$ cat config.mk
export PLATFORM = sky130hd
export DESIGN_NAME = ram_fifo_ctrl
export DESIGN_NICKNAME = d
export VERILOG_FILES = /design/src/rtl/ram_fifo_pkg.sv /design/src/rtl/ram_rd_skid.sv /design/src/rtl/ram_fifo_ctrl.sv
export SDC_FILE = /design/constraint.sdc
export NUM_CORES = 1
export LEC_CHECK = 0
export ABC_AREA = 1
export BUFFER_PORTS_ARGS = -buffer_cell sky130_fd_sc_hd__clkbuf_2
export CELL_PAD_IN_SITES_DETAIL_PLACEMENT = 0
export CELL_PAD_IN_SITES_GLOBAL_PLACEMENT = 1
export CORE_MARGIN = 5
export CORE_UTILIZATION = 34
export CTS_CLUSTER_SIZE = 40
export DETAILED_ROUTE_END_ITERATION = 8
export PLACE_DENSITY = 0.74
export SKIP_LAST_GASP = 1
export SLEW_MARGIN = 10
export SYNTH_ARGS = -nofsm -noshare
export SYNTH_HDL_FRONTEND = slang
export SYNTH_SLANG_ARGS = --single-unit
$ cat constraint.sdc
create_clock -name clk -period 2.25 [get_ports clk]
set_input_delay 0.3375 -clock clk [delete_from_list [all_inputs] [get_ports clk]]
set_output_delay 0.3375 -clock clk [all_outputs]
set_load 0.02 [all_outputs]
$ cat src/rtl/ram_fifo_pkg.sv
// Shared constants and types for the block-RAM FIFO controller.
// Defaults describe the 64x8 simple dual-port RAM it sequences.
package ram_fifo_pkg;

    localparam int ADDR_W_DEF = 6;
    localparam int DATA_W_DEF = 8;
    localparam int DEPTH_DEF  = 1 << ADDR_W_DEF;

    localparam int SKID_N  = 2;
    localparam int SKID_CW = $clog2(SKID_N + 1);

    typedef logic [SKID_CW-1:0] skid_cnt_t;

endpackage

$ cat src/rtl/ram_rd_skid.sv
// Two-entry output buffer catching RAM read data one cycle after the fetch.
// Keeps the output stream bubble-free across the RAM read latency.
module ram_rd_skid
    import ram_fifo_pkg::*;
#(
    parameter int DATA_W = DATA_W_DEF
) (
    input  logic              clk,
    input  logic              rst_n,
    input  logic              clr_i,
    input  logic              wr_en_i,
    input  logic [DATA_W-1:0] wr_data_i,
    input  logic              pop_i,
    output logic              valid_o,
    output logic [DATA_W-1:0] data_o,
    output skid_cnt_t         cnt_o
);

    logic [DATA_W-1:0] slot_q [SKID_N];
    logic [DATA_W-1:0] slot_d [SKID_N];
    logic              wr_sel_q, wr_sel_d;
    logic              rd_sel_q, rd_sel_d;
    skid_cnt_t         cnt_q, cnt_d;

    always_comb begin
        slot_d   = slot_q;
        wr_sel_d = wr_sel_q;
        rd_sel_d = rd_sel_q;
        cnt_d    = cnt_q;
        if (clr_i) begin
            wr_sel_d = 1'b0;
            rd_sel_d = 1'b0;
            cnt_d    = '0;
        end else begin
            if (wr_en_i) begin
                slot_d[wr_sel_q] = wr_data_i;
                wr_sel_d         = ~wr_sel_q;
            end
            if (pop_i) begin
                rd_sel_d = ~rd_sel_q;
            end
            cnt_d = cnt_q + skid_cnt_t'(wr_en_i) - skid_cnt_t'(pop_i);
        end
    end

    always_ff @(posedge clk or negedge rst_n) begin
        if (!rst_n) begin
            for (int i = 0; i < SKID_N; i++) begin
                slot_q[i] <= '0;
            end
            wr_sel_q <= 1'b0;
            rd_sel_q <= 1'b0;
            cnt_q    <= '0;
        end else begin
            slot_q   <= slot_d;
            wr_sel_q <= wr_sel_d;
            rd_sel_q <= rd_sel_d;
            cnt_q    <= cnt_d;
        end
    end

    assign valid_o = (cnt_q != '0);
    assign data_o  = slot_q[rd_sel_q];
    assign cnt_o   = cnt_q;

endmodule

$ cat src/rtl/ram_fifo_ctrl.sv
// FIFO controller sequencing a simple dual-port block RAM behind
// valid/ready streams, with pointers, occupancy and an output skid buffer.
module ram_fifo_ctrl
    import ram_fifo_pkg::*;
#(
    parameter int ADDR_W = ADDR_W_DEF,
    parameter int DATA_W = DATA_W_DEF
) (
    input  logic              clk,
    input  logic              rst_n,
    input  logic              clr,
    input  logic              in_valid,
    output logic              in_ready,
    input  logic [DATA_W-1:0] in_data,
    output logic              out_valid,
    input  logic              out_ready,
    output logic [DATA_W-1:0] out_data,
    output logic [ADDR_W:0]   level,
    output logic              ram_wr_en,
    output logic              ram_wr_we,
    output logic [ADDR_W-1:0] ram_wr_addr,
    output logic [DATA_W-1:0] ram_wr_data,
    output logic              ram_rd_en,
    output logic [ADDR_W-1:0] ram_rd_addr,
    input  logic [DATA_W-1:0] ram_rd_data
);

    localparam int DEPTH = 1 << ADDR_W;

    typedef logic [ADDR_W:0]  ptr_t;
    typedef logic [SKID_CW:0] slots_t;

    localparam ptr_t   FULL     = ptr_t'(DEPTH);
    localparam slots_t SKID_CAP = slots_t'(SKID_N);

    ptr_t      wptr_q, wptr_d;
    ptr_t      rptr_q, rptr_d;
    ptr_t      level_q, level_d;
    logic      rd_pend_q, rd_pend_d;
    skid_cnt_t skid_cnt;
    slots_t    committed;
    logic      push, pop, fetch;

    assign in_ready = (level_q != FULL);
    assign level    = level_q;
    assign push     = in_valid & in_ready & ~clr;
    assign pop      = out_valid & out_ready & ~clr;

    // Skid entries plus the read in flight, net of this cycle's pop.
    assign committed = slots_t'(skid_cnt) + slots_t'(rd_pend_q);
    assign fetch     = (rptr_q != wptr_q)
                     & (committed < SKID_CAP + slots_t'(pop))
                     & ~clr;

    assign ram_wr_en   = push;
    assign ram_wr_we   = push;
    assign ram_wr_addr = push ? wptr_q[ADDR_W-1:0] : '0;
    assign ram_wr_data = push ? in_data : '0;
    assign ram_rd_en   = fetch;
    assign ram_rd_addr = fetch ? rptr_q[ADDR_W-1:0] : '0;

    always_comb begin
        wptr_d    = wptr_q;
        rptr_d    = rptr_q;
        level_d   = level_q;
        rd_pend_d = 1'b0;
        if (clr) begin
            wptr_d  = '0;
            rptr_d  = '0;
            level_d = '0;
        end else begin
            wptr_d    = wptr_q + ptr_t'(push);
            rptr_d    = rptr_q + ptr_t'(fetch);
            level_d   = level_q + ptr_t'(push) - ptr_t'(pop);
            rd_pend_d = fetch;
        end
    end

    always_ff @(posedge clk or negedge rst_n) begin
        if (!rst_n) begin
            wptr_q    <= '0;
            rptr_q    <= '0;
            level_q   <= '0;
            rd_pend_q <= 1'b0;
        end else begin
            wptr_q    <= wptr_d;
            rptr_q    <= rptr_d;
            level_q   <= level_d;
            rd_pend_q <= rd_pend_d;
        end
    end

    ram_rd_skid #(
        .DATA_W (DATA_W)
    ) u_skid (
        .clk       (clk),
        .rst_n     (rst_n),
        .clr_i     (clr),
        .wr_en_i   (rd_pend_q & ~clr),
        .wr_data_i (ram_rd_data),
        .pop_i     (pop),
        .valid_o   (out_valid),
        .data_o    (out_data),
        .cnt_o     (skid_cnt)
    );

endmodule

# Word-level counts from Yosys, hierarchy flattened
# Index checks and enable logic that the tools add are counted.
# totals
ff_bits,42
latchBits,0
ram_bits,0
rom_bits,0
memories,0
# op_classes
addsub,8
multipliers,0
n_div,0
n_lt_le_gt_ge,4
n_eq_ne,2
shifts,0
muxes,18
n_bitwise,12
reduce_logical,5
# ops
operator,n
$mux 8,5
$add 7x1->7,3
$mux 7,3
$bwmux 16,1
$mux 6,2
$demux 8 s1,1
$and 1x1->1,7
$ne 7x7->1,1
$ne 7x7->1 const B,1
$sub 7x1->7,1
$reduce_bool 2->1,3
$mux 1,5
$ge 2x2->1 const B,2
$not 1->2,2
$add 2x1->3,1
$add 2x1->3 const A,1
$lt 3x3->1,1
$not 1->1,3
$add 2x1->2,1
$lt 2x1->1 const B,1
$mux 2,1
$reduce_and 2->1,1
$sub 2x1->2,1
$logic_and 1x1->1,1

# Longest topological paths before layout
# Gate-level depths: netlist of run 1.
# depth
ltp_word,9
depth_mapped,16
mapped_depth_nobuf,16

# By module
# A second synthesis of run 1 with hierarchy kept.
# unflattened
cells_unflattened,304
hier_area_um2,2496.1
# modules_own_cells
module,instances,cells_per_inst,area_each_um2,seq_area_each_um2
ram_fifo_ctrl,1,210,1511.4,550.5
ram_rd_skid,1,94,984.7,500.5

# Worst setup path before layout of run 1
# Ideal clock, no wire load.
# synth_path
kind,flip-flop to flip-flop
startpoint,"register level_q[4], in the netlist level[4]"
endpoint,"register level_q[6], in the netlist level[6]"
setup_time_ns,0.117
t_arrival_ns,2.635
setup_slack_ns,-0.502
stages_incl_launch_ff,17
n_path_buf,1
synth_period_minus_slack_ns,2.752
cell_sequence,dfrtp_1 inv_1 ha_1 nand4_1 nand3_1 buf_2 ha_1 inv_1 ha_1 inv_1 fa_1 inv_1 nand3_1 nand3_1 nand2_1 nand2_1 nor2_1
# synth_via
elab_chain_len,6
# synth_rtl
item,line_no,rtl
"start, declared",ram_fifo_ctrl.sv:38,"ptr_t level_q, level_d;"
"start signal, assigned",ram_fifo_ctrl.sv:88,level_q <= level_d;
$ne 7x7->1,ram_fifo_ctrl.sv:44,assign in_ready = (level_q != FULL);
net in_ready,ram_fifo_ctrl.sv:13,"output logic in_ready,"
$and 1x1->1 (2 in series),ram_fifo_ctrl.sv:46,assign push = in_valid & in_ready & ~clr;
$add 7x1->7,ram_fifo_ctrl.sv:74,level_d = level_q + ptr_t'(push) - ptr_t'(pop);
$sub 7x1->7,ram_fifo_ctrl.sv:74,
$mux 7,ram_fifo_ctrl.sv:67,if (clr) begin
net level_d[6],ram_fifo_ctrl.sv:38,
# The timed path passes the listed nets, and every way through them passes these cells.
# A chain may end at the register's enable or synchronous reset.

# Final worst setup path of run 1
# layout_path
startpoint,"register level_q[2], in the netlist level[2]"
endpoint,"register level_q[6], in the netlist level[6]"
# layout_via
elab_chain_len,6
# layout_rtl
item,line_no
$ne 7x7->1,ram_fifo_ctrl.sv:44
$and 1x1->1 (2 in series),ram_fifo_ctrl.sv:46
$add 7x1->7 *,ram_fifo_ctrl.sv:74
$sub 7x1->7 *,ram_fifo_ctrl.sv:74
$mux 7 *,ram_fifo_ctrl.sv:67
net level_d[6],ram_fifo_ctrl.sv:38
# Mark *: on every way through the listed nets, which the timed path passes. The rest lies on a longest branch.

==> flow_summary.toml, run 1 <==
[outcome]
status = "finished, final reports clean"

[die]
die_y_um = 94.7
core.rowCount = 30
fp.dieArea_um2 = 8970
die_span_x_um = 94.7
io_pins = 61
initial_utilization_pct = 35.3
design.core.area_um2 = 6910

[cells_and_area]
post-route-cell-area_um2 = 3220
design.final.nets = 435
antenna_cells_inserted = 0
finish.utilization_pct = 46.6
layout-area-overhead-vs-synth_pct = 31.9
drive_above_1_share_pct = 33.2

[timing]
final.hold.worst_slack_ps = 289
min_period_over_period_pct = 96.9
tightestPinTransition_ps = 735
finalClockSkew_ps = 4.60
fin_setup_tns_ps = 0
grt_setup_unrepaired = "yes"
min_period_ps = 2180
relative_slew_margins_pct = 51.0
fmax_mhz = 459
setup-violations-final = 0
maxSlewViolCount = 0
finalHoldViolations = 0

[clock_tree]
cts.reportedPaths.clkPinSlew_ps = 70
cts-buffers-inserted = 5
clock-root-buffer = "clkbuf_8"
tritoncts = "done"
tritoncts_num_sinks = 42
htree_levels = 2
clock_latency_ps = 280
cts-root-to-sink-buffers = 2

[yosys]
synth-edff-count = 0
yosys.area_share.xor_xnor_pct = 2.87
yosysSeqAreaShare_pct = 43.1
post_synth_instance_area_um2 = 2440
synth_seq_cells = 42
synth_simple_gate_area_share_pct = 23.6
yosysWarningCount = 0
synth_top_family_by_area = "simple AND/OR/NAND/NOR gates"
syn_area_per_cell_um2 = 7.63
synthFlopType = "dfrtp_1"
synthesized_net_count = 359
synthArstFlopShare_pct = 100
complex_gate_fraction_of_the_synthesized_area_pct = 9.28
synth.distinct_cells = 26
post_synth_fa_ha_maj_area_fraction_pct = 9.53
post_synth_mux_area_share_pct = 0
mapped_cells = 320

[global_route]
number_of_antenna_violations_at_the_first_check_in_global_routing = 0
first_global_vias = 2079
grt_max_degree = 28
overflow = 0
grt_pass1_wl_um = 9560
gr-usage-all-layers_pct = 13.7

[drt]
routed-via-count = 2149
first_pass_iters = 4
route.antenna.remaining_nets = 0
detail_route.wirelength_um = 5740
remaining_drcs = 0
drt_iter0_markers = 48
post_drt_via_cell_ratio = 4.36
wire_length_per_cell_after_detailed_routing_um = 11.6

[hold_path]
holdCritStartpoint = "ram_rd_data[1]"
whs_endpoint = "u_skid.slot_q[9]$_DFFE_PN0P_"
type_of_the_most_critical_hold_path = "in2reg"
worstHoldPathCells = 3

[worst_setup_path]
critical_path.reg2reg.endpoint = "level[6]$_DFF_PN0_"
critical_path_arrival_ps = 2360
rr_startpoint = "level[2]$_DFF_PN0_"
worstPathMaxFanout = 3
start_kind = "flop"
reg2reg_slack_ps = 70
reg2regPathDepth = 15
worstPathRequired_ps = 2430
setup.worst_path.end_class = "flop"
worst-setup-path-type = "reg2reg"

[power]
total_leakage_power_nw = 1.74
power_density_nw_per_um2 = 968
report.power.total_mw = 3.12
peakVddDrop_mv = 0.487

[placement]
numPortBuffers = 60
dpl_cell_area_um2 = 2960
detailedPlacementHpwl_um = 4460
place.gp.congestion = 0.824

[job]
drv_cap = 0
synth_stat cells, types with 2 or more instances:
| library cell | number | area (um^2) |
|---|---|---|
| clkbuf_1 | 2 | 7.51 |
| nand2_2 | 2 | 12.5 |
| o21ai_2 | 8 | 70.1 |
| dfrtp_1 | 42 | 1050 |
| xor2_1 | 3 | 26.3 |
| nand3_1 | 9 | 45.0 |
| ha_1 | 17 | 213 |
| inv_1 | 60 | 225 |
| a21oi_1 | 12 | 60.1 |
| buf_2 | 3 | 15.0 |
| nor2_1 | 45 | 169 |
| nor3_1 | 6 | 30.0 |
| buf_6 | 2 | 22.5 |
| xnor2_1 | 5 | 43.8 |
| o21ai_0 | 18 | 90.1 |
| nand2_1 | 76 | 285 |
logic make-up after synthesis:
family,count (synthesis)
simple gates,143
flops,42
fa+ha+maj,18
xor+xnor,8
compound gates,39
buf+inv,70
cell type report:
type / count / area, um^2
Clock inverter: 1 / 5.00
Fill cell: 740 / 3690
Inverter: 62 / 233
Tap cell: 96 / 120
Timing Repair Buffer: 77 / 472
Sequential cell: 42 / 1060
Clock buffer: 7 / 86.3
Multi-Input combinational cell: 208 / 1250
sequential cells by signal, summed over array words and instances, names as in the netlist:
register,cells
u_skid.slot_q,16
level,7
rptr_q,7
wptr_q,7
u_skid.cnt_o,2
rd_pend_q,1
u_skid.rd_sel_q,1
u_skid.wr_sel_q,1
layout by cell type (no fill, tap or decap), types with 2 or more instances in the layout:
cell type and instances:
ha_4 5, a21oi_1 10, buf_4 17, a21oi_2 2
xnor2_1 5, nor2_4 3, inv_1 51, buf_8 2
nor2_1 39, o21ai_0 18, buf_6 3, nand2_2 4
o21ai_2 8, nand3_1 5, inv_2 10, nor2_2 3
ha_2 3, nand3_2 4, dfrtp_2 4, ha_1 9
xor2_1 3, clkbuf_2 54, nor3_1 5, clkbuf_8 6
dfrtp_1 38, nand2_1 74
report_power, final:
group / switching, mW / internal, mW
logic: 0.918 / 0.595
clock network: 0.245 / 0.248
registers: 0.142 / 0.969
timing repair:
item                                    4_1_cts  5_1_grt
setup buffers                                 1        5
hold buffers                                  1        0
resized for setup                             9       31
pin swaps                                     3        4
endpoints found under the setup margin        7       10
endpoints found under the hold margin        15        0
metal layers:
metal	track usage [%]	wire length (um)
met1	16.7	2550
met2	24.5	2970
met3	3.11	176
met4	3.25	49
met5	0	0
worst max path at each step:
stage	start	endpoint	slack, ps	depth (start not counted)
finish	level[2]$_DFF_PN0_	level[6]$_DFF_PN0_	70	15
global route	level[2]$_DFF_PN0_	level[6]$_DFF_PN0_	-50	15
CTS	u_skid.cnt_o[0]$_DFF_PN0_	ram_rd_addr[3]	20	8
detailed placement	rd_pend_q$_DFF_PN0_	rptr_q[6]$_DFF_PN0_	-30	14
global placement	rd_pend_q$_DFF_PN0_	rptr_q[6]$_DFF_PN0_	50	14
floorplan	level[3]$_DFF_PN0_	level[6]$_DFF_PN0_	-280	16
critical path, cell delays in order (launching register included):
cell and delay [ps]:
dfrtp_2 420, inv_2 70, ha_2 150, nand4_1 130, nand3_2 130, ha_4 210
inv_2 50, ha_4 130, inv_2 40, fa_2 370, inv_2 70, nand3_2 70
nand3_2 90, nand2_1 50, nand2_1 50, nor2_1 40
through the flow:
step | instances | setup WS, ps
floorplan | 320 | -283
global placement | 478 | 46.9
detailed placement | 478 | -31.7
CTS | 488 | 20.5
global route | 493 | -49.0
finish | 493 | 70.1
No activity file was read; power rests on OpenSTA's default activity.
==> run 2, diff against run 1 <==
Settings changed: ABC_AREA 1 to default, CORE_UTILIZATION 34 to 37, PLACE_DENSITY 0.74 to 0.75.
==> flow_summary.toml, run 2 <==
[power]
pwr-share-clk_pct = 20.0
seq_power_share_pct = 30.6
power.switching_fraction_pct = 35.3
total_leakage_power_nw = 1.62
internal-power_mw = 2.33
switching_power_mw = 1.27
comb_power_share_pct = 49.4
power_density_nw_per_um2 = 1110
peakVddDrop_mv = 0.572

[die]
fp.dieArea_um2 = 8090
die_y_um = 89.9
initial_utilization_pct = 37.7
core.rowCount = 29
design.core.area_um2 = 6280
io_pins = 61
die_span_x_um = 89.9

[timing]
tightestPinTransition_ps = 530
finalHoldViolations = 0
min_period_ps = 2300
relative_slew_margins_pct = 64.7
min_period_over_period_pct = 102
setup_ws_final_ps = -53.9
setup-violations-final = 2
fmax_mhz = 434
grt_setup_unrepaired = "yes"
maxSlewViolCount = 0
fin_setup_tns_ps = -73.5
finalClockSkew_ps = 9.64

[yosys]
yosysSeqAreaShare_pct = 44.5
syn_area_per_cell_um2 = 11.1
post_synth_instance_area_um2 = 2360
synth.distinct_cells = 38
cell_types_with_the_largest_area_share_after_synthesis = "dfrtp_1 44%, mux2_2 11%, ha_1 9.0%"
synth_area_leader_cell = "dfrtp_1"
synth-edff-count = 0
yosysWarningCount = 0
synthesized_net_count = 252
synth_seq_cells = 42
yosysMostFrequentCell = "dfrtp_1"
mapped_cells = 213
synthFlopType = "dfrtp_1"
synthArstFlopShare_pct = 100
yosys-top-cells-count = "42 x dfrtp_1, 24 x mux2_2, 20 x nor2_1, 18 x and2_1, 17 x ha_1"
synth.top_cell.area_share_pct = 44.5

[cells_and_area]
most-common-layout-cells = "57 x clkbuf_2, 37 x dfrtp_1, 34 x buf_4"
layout.area.seq_um2 = 1060
drive_above_1_share_pct = 52.6
combined_area_of_the_multi_input_logic_cells_um2 = 1340
largest_register_ffs = 16
design.final.nets = 346
layout-area-overhead-vs-synth_pct = 37.0
regMostFlops = "u_skid.slot_q"
most_common_library_cell_in_the_layout_ignoring_fill_and_taps = "clkbuf_2"
post-route-cell-area_um2 = 3240
n_fill_cell = 568
antenna_cells_inserted = 0

[clock_tree]
cts-buffers-inserted = 5
clock_latency_ps = 300
cts.reportedPaths.clkPinSlew_ps = 80
tritoncts_num_sinks = 42
tritoncts = "done"
cts-root-to-sink-buffers = 2
clock-root-buffer = "clkbuf_8"
cts_hold_buffers = 0
htree_levels = 2

[worst_setup_path]
critical_path_arrival_ps = 2490
reg2regPathDepth = 14
rr_startpoint = "level[5]$_DFF_PN0_"
worst-setup-path-type = "reg2reg"
start_kind = "flop"
setup.worst_path.end_class = "flop"
max_stage_delay_ps = 420
worstPathRequired_ps = 2430
path_cells = "inv_2, ha_4, nand4_1, and3_4, inv_4, ha_4, inv_2, ha_4, inv_2, fa_2, nor2b_4, o21ba_4, o21ai_1, nor3b_2"
path_buf_inv = 4
worstPathMaxFanout = 3
critPathTopFamily = "adder cells"
timing.critical_path.slowest_stage_cell = "dfrtp_2"
reg2reg_slack_ps = -50
critical_path.reg2reg.endpoint = "level[4]$_DFF_PN0_"

[global_route]
number_of_antenna_violations_at_the_first_check_in_global_routing = 0
grt_max_degree = 22
gr-usage-all-layers_pct = 13.6
overflow = 0
first_global_vias = 1918
grt_pass1_wl_um = 9070

[outcome]
violated_checks = "negative setup slack"
status = "complete, but fails checks"

[placement]
detailedPlacementHpwl_um = 3890
numPortBuffers = 60
dpl_worst_slack_ps = -136
dpl_cell_area_um2 = 2970
place.gp.congestion = 0.820

[drt]
first_pass_iters = 5
wire_length_per_cell_after_detailed_routing_um = 13.3
post_drt_via_cell_ratio = 4.74
routed-via-count = 1823
detail_route.wirelength_um = 5110
drt_iter0_markers = 46
remaining_drcs = 0
route.antenna.remaining_nets = 0

[job]
drv_cap = 0

[hold_path]
type_of_the_most_critical_hold_path = "in2async"
[run 2: cell count changes after synthesis, sizes merged, moves of 3 or more]
cell and delta:
nand2 -75, mux2 +24, nor2b +9, nor2 -24, a21oi -9, nor3 -4
o21ai -22, xnor2 +11, and2 +18, xor2 +4, and3 +3, inv -49
[run 2: how the worst max path moves through the flow]
stage	startpoint	endpoint	slack (ps)	cells after the start
2_1_floorplan	level[5]$_DFF_PN0_	level[4]$_DFF_PN0_	-500	15
3_3_place_gp	level[5]$_DFF_PN0_	level[4]$_DFF_PN0_	-80	14
3_5_place_dp	level[5]$_DFF_PN0_	level[4]$_DFF_PN0_	-140	14
4_1_cts	level[2]$_DFF_PN0_	level[4]$_DFF_PN0_	-90	14
5_1_grt	level[5]$_DFF_PN0_	level[4]$_DFF_PN0_	-150	14
6_report	level[5]$_DFF_PN0_	level[4]$_DFF_PN0_	-50	14
[run 2: cell families after synthesis]
logic type | count (synthesis) | share of synthesized area, %
and+or+nand+nor | 73 | 17.4
DFF | 42 | 44.5
muxes | 24 | 11.4
xor gates and xnor gates | 23 | 8.52
buffers and inverters | 18 | 3.55
adders and majority gates | 18 | 9.85
AOI/OAI and AO/OA | 15 | 4.82
[run 2: through the flow]
step                      power [mW]  hold slack [ps]  util (%)  cells
after floorplan                 2.21             41.9         -    213
after global placement          2.70              349      47.3    367
after detailed placement        2.73              344      47.3    367
after CTS                       3.64             18.9      51.2    385
after global routing            3.87             28.8      51.6    385
final                           3.61             5.88      51.6    385
[run 2: what timing repair did]
item | in CTS | in global routing
buffers inserted | 10 | 1
pin swaps | 5 | 3
endpoints found under the setup margin | 7 | 11
resized for setup | 8 | 8
[run 2: cell type report]
type	count	share of cell area [%]
Clock buffer	5	2.13
Sequential cell	42	32.7
Multi-Input combinational cell	153	41.4
Clock inverter	3	2.13
Tap cell	77	2.98
Timing Repair Buffer	93	17.3
Inverter	12	1.47
[run 2: layer usage]
layer	track usage (%)	vias to the layer above	wire length, um
met2	22.0	50	2450
met4	3.72	0	64
met3	5.34	6	399
li1	-	901	-
met5	0	-	0
met1	16.7	866	2200
[run 2: power groups by stage]
stage | Sequential [mW] | Combinational, mW | Clock, mW
after CTS | 1.11 | 1.79 | 0.742
final | 1.10 | 1.78 | 0.720
after global routing | 1.13 | 1.96 | 0.774
after detailed placement | 1.12 | 1.62 | 0
after global placement | 1.11 | 1.60 | 0
after floorplan | 1.15 | 1.06 | 0
==> run 3, diff against run 2 <==
Settings changed: MAX_ROUTING_LAYER from default to met4.
==> flow_summary.toml, run 3 (synthesized netlist as in run 2, its figures left out) <==
[outcome]
status = "complete, but fails checks"
violated_checks = "negative setup slack"

[timing]
grt_setup_unrepaired = "yes"
tightestPinTransition_ps = 527
fmax_mhz = 434
final.hold.worst_slack_ps = 2.64
min_period_ps = 2300
setup_ws_final_ps = -53.1
setup-violations-final = 2
fin_setup_tns_ps = -72.1
finalClockSkew_ps = 10.7
maxSlewViolCount = 0
relative_slew_margins_pct = 64.9
finalHoldViolations = 0
min_period_over_period_pct = 102

[die]
core.rowCount = 29
die_y_um = 89.9
initial_utilization_pct = 37.7
fp.dieArea_um2 = 8090
design.core.area_um2 = 6280
io_pins = 61
die_span_x_um = 89.9

[power]
total_leakage_power_nw = 1.62
power_density_nw_per_um2 = 1110
peakVddDrop_mv = 0.572

[clock_tree]
cts-root-to-sink-buffers = 2
cts-buffers-inserted = 5
cts_hold_buffers = 0
htree_levels = 2
tritoncts_num_sinks = 42
clock-root-buffer = "clkbuf_8"
cts.reportedPaths.clkPinSlew_ps = 80
tritoncts = "done"
clock_latency_ps = 300

[drt]
post_drt_via_cell_ratio = 4.76
first_pass_iters = 2
wire_length_per_cell_after_detailed_routing_um = 13.3
drt_iter0_markers = 58
route.antenna.remaining_nets = 0
remaining_drcs = 0
routed-via-count = 1833
detail_route.wirelength_um = 5100

[cells_and_area]
regMostFlops = "u_skid.slot_q"
post_layout_nonfiller_instances = 385
layout-area-overhead-vs-synth_pct = 37.0
most-common-layout-cells = "57 x clkbuf_2, 37 x dfrtp_1, 34 x buf_4"
most_common_library_cell_in_the_layout_ignoring_fill_and_taps = "clkbuf_2"
design.final.nets = 346
finish.utilization_pct = 51.6
largest_register_ffs = 16
antenna_cells_inserted = 0
drive_above_1_share_pct = 52.6

[worst_setup_path]
path_depth = 14
path_buf_inv = 4
start_kind = "flop"
worst-setup-path-type = "reg2reg"
timing.critical_path.slowest_stage_cell = "dfrtp_2"
max_stage_delay_ps = 420
worstPathMaxFanout = 3
worstPathRequired_ps = 2440
setup.worst_path.end_class = "flop"
critical_path_arrival_ps = 2490
path_cells = "inv_2, ha_4, nand4_1, and3_4, inv_4, ha_4, inv_2, ha_4, inv_2, fa_2, nor2b_4, o21ba_4, o21ai_1, nor3b_2"
reg2regPathDepth = 14
critPathTopFamily = "adder cells"

[job]
drv_cap = 0

[global_route]
grt_pass1_wl_um = 9070
grt_max_degree = 22
first_global_vias = 1918
overflow = 0
number_of_antenna_violations_at_the_first_check_in_global_routing = 0
gr-usage-all-layers_pct = 13.9

[placement]
dpl_worst_slack_ps = -136
dp.cells = 367
place.gp.congestion = 0.833
detailedPlacementHpwl_um = 3890
numPortBuffers = 60

[hold_path]
type_of_the_most_critical_hold_path = "in2async"
run 3: repair_timing:
action / CTS / global route
setup endpoints to repair: 7 / 11
pin swaps: 5 / 4
buffers inserted: 10 / 1
gates cloned: 0 / 0
gates resized for setup: 8 / 8
run 3: through the flow:
stage | total power [mW] | cell area, um^2
6_report | 3.61 | 3240
5_1_grt | 3.87 | 3240
4_1_cts | 3.64 | 3210
3_5_place_dp | 2.73 | 2970
3_3_place_gp | 2.70 | 2970
2_1_floorplan | 2.21 | 2440
run 3: worst paths after layout:
path | endpoint | slack (ps) | startpoint
worst max-delay path | level[4]$_DFF_PN0_ | -50 | level[5]$_DFF_PN0_
worst min-delay path | u_skid.slot_q[3]$_DFFE_PN0P_ | 3 | rst_n
worst max register to register | level[4]$_DFF_PN0_ | -50 | level[5]$_DFF_PN0_
worst min register to register | u_skid.slot_q[1]$_DFFE_PN0P_ | 510 | u_skid.slot_q[1]$_DFFE_PN0P_
max in group asynchronous | u_skid.wr_sel_q$_DFFE_PN0P_ | 1680 | rst_n
min in group clk | u_skid.slot_q[11]$_DFFE_PN0P_ | 280 | ram_rd_data[3]
run 3: layout make-up:
class                   count  area (um^2)
clock buffers               5         68.8
well taps                  77         96.3
clock inverters             3         68.8
flip-flops and latches     42         1060
fillers                   568         3040
multi-input cells         153         1340
inverters                  12         47.5
repair buffers             93          559
run 3: layer usage:
metal	routed length, um	up-vias	track usage, %
li1	-	904	-
met5	0	-	-
met4	65	0	3.72
met2	2420	52	22.1
met3	325	6	4.42
met1	2290	871	17.1
run 3: worst register-to-register path, stage by stage, from the launching register on:
cell and delay [ps]:
dfrtp_2 420, inv_2 80, ha_4 120, nand4_1 100
and3_4 180, inv_4 50, ha_4 180, inv_2 50
ha_4 120, inv_2 30, fa_2 350, nor2b_4 150
o21ba_4 140, o21ai_1 50, nor3b_2 150
run 3: power breakdown:
group	switching (mW)	total [mW]	internal (mW)	leakage [nW]
clock network	0.273	0.717	0.445	0.0683
registers	0.137	1.10	0.967	0.552
logic	0.863	1.78	0.921	0.999
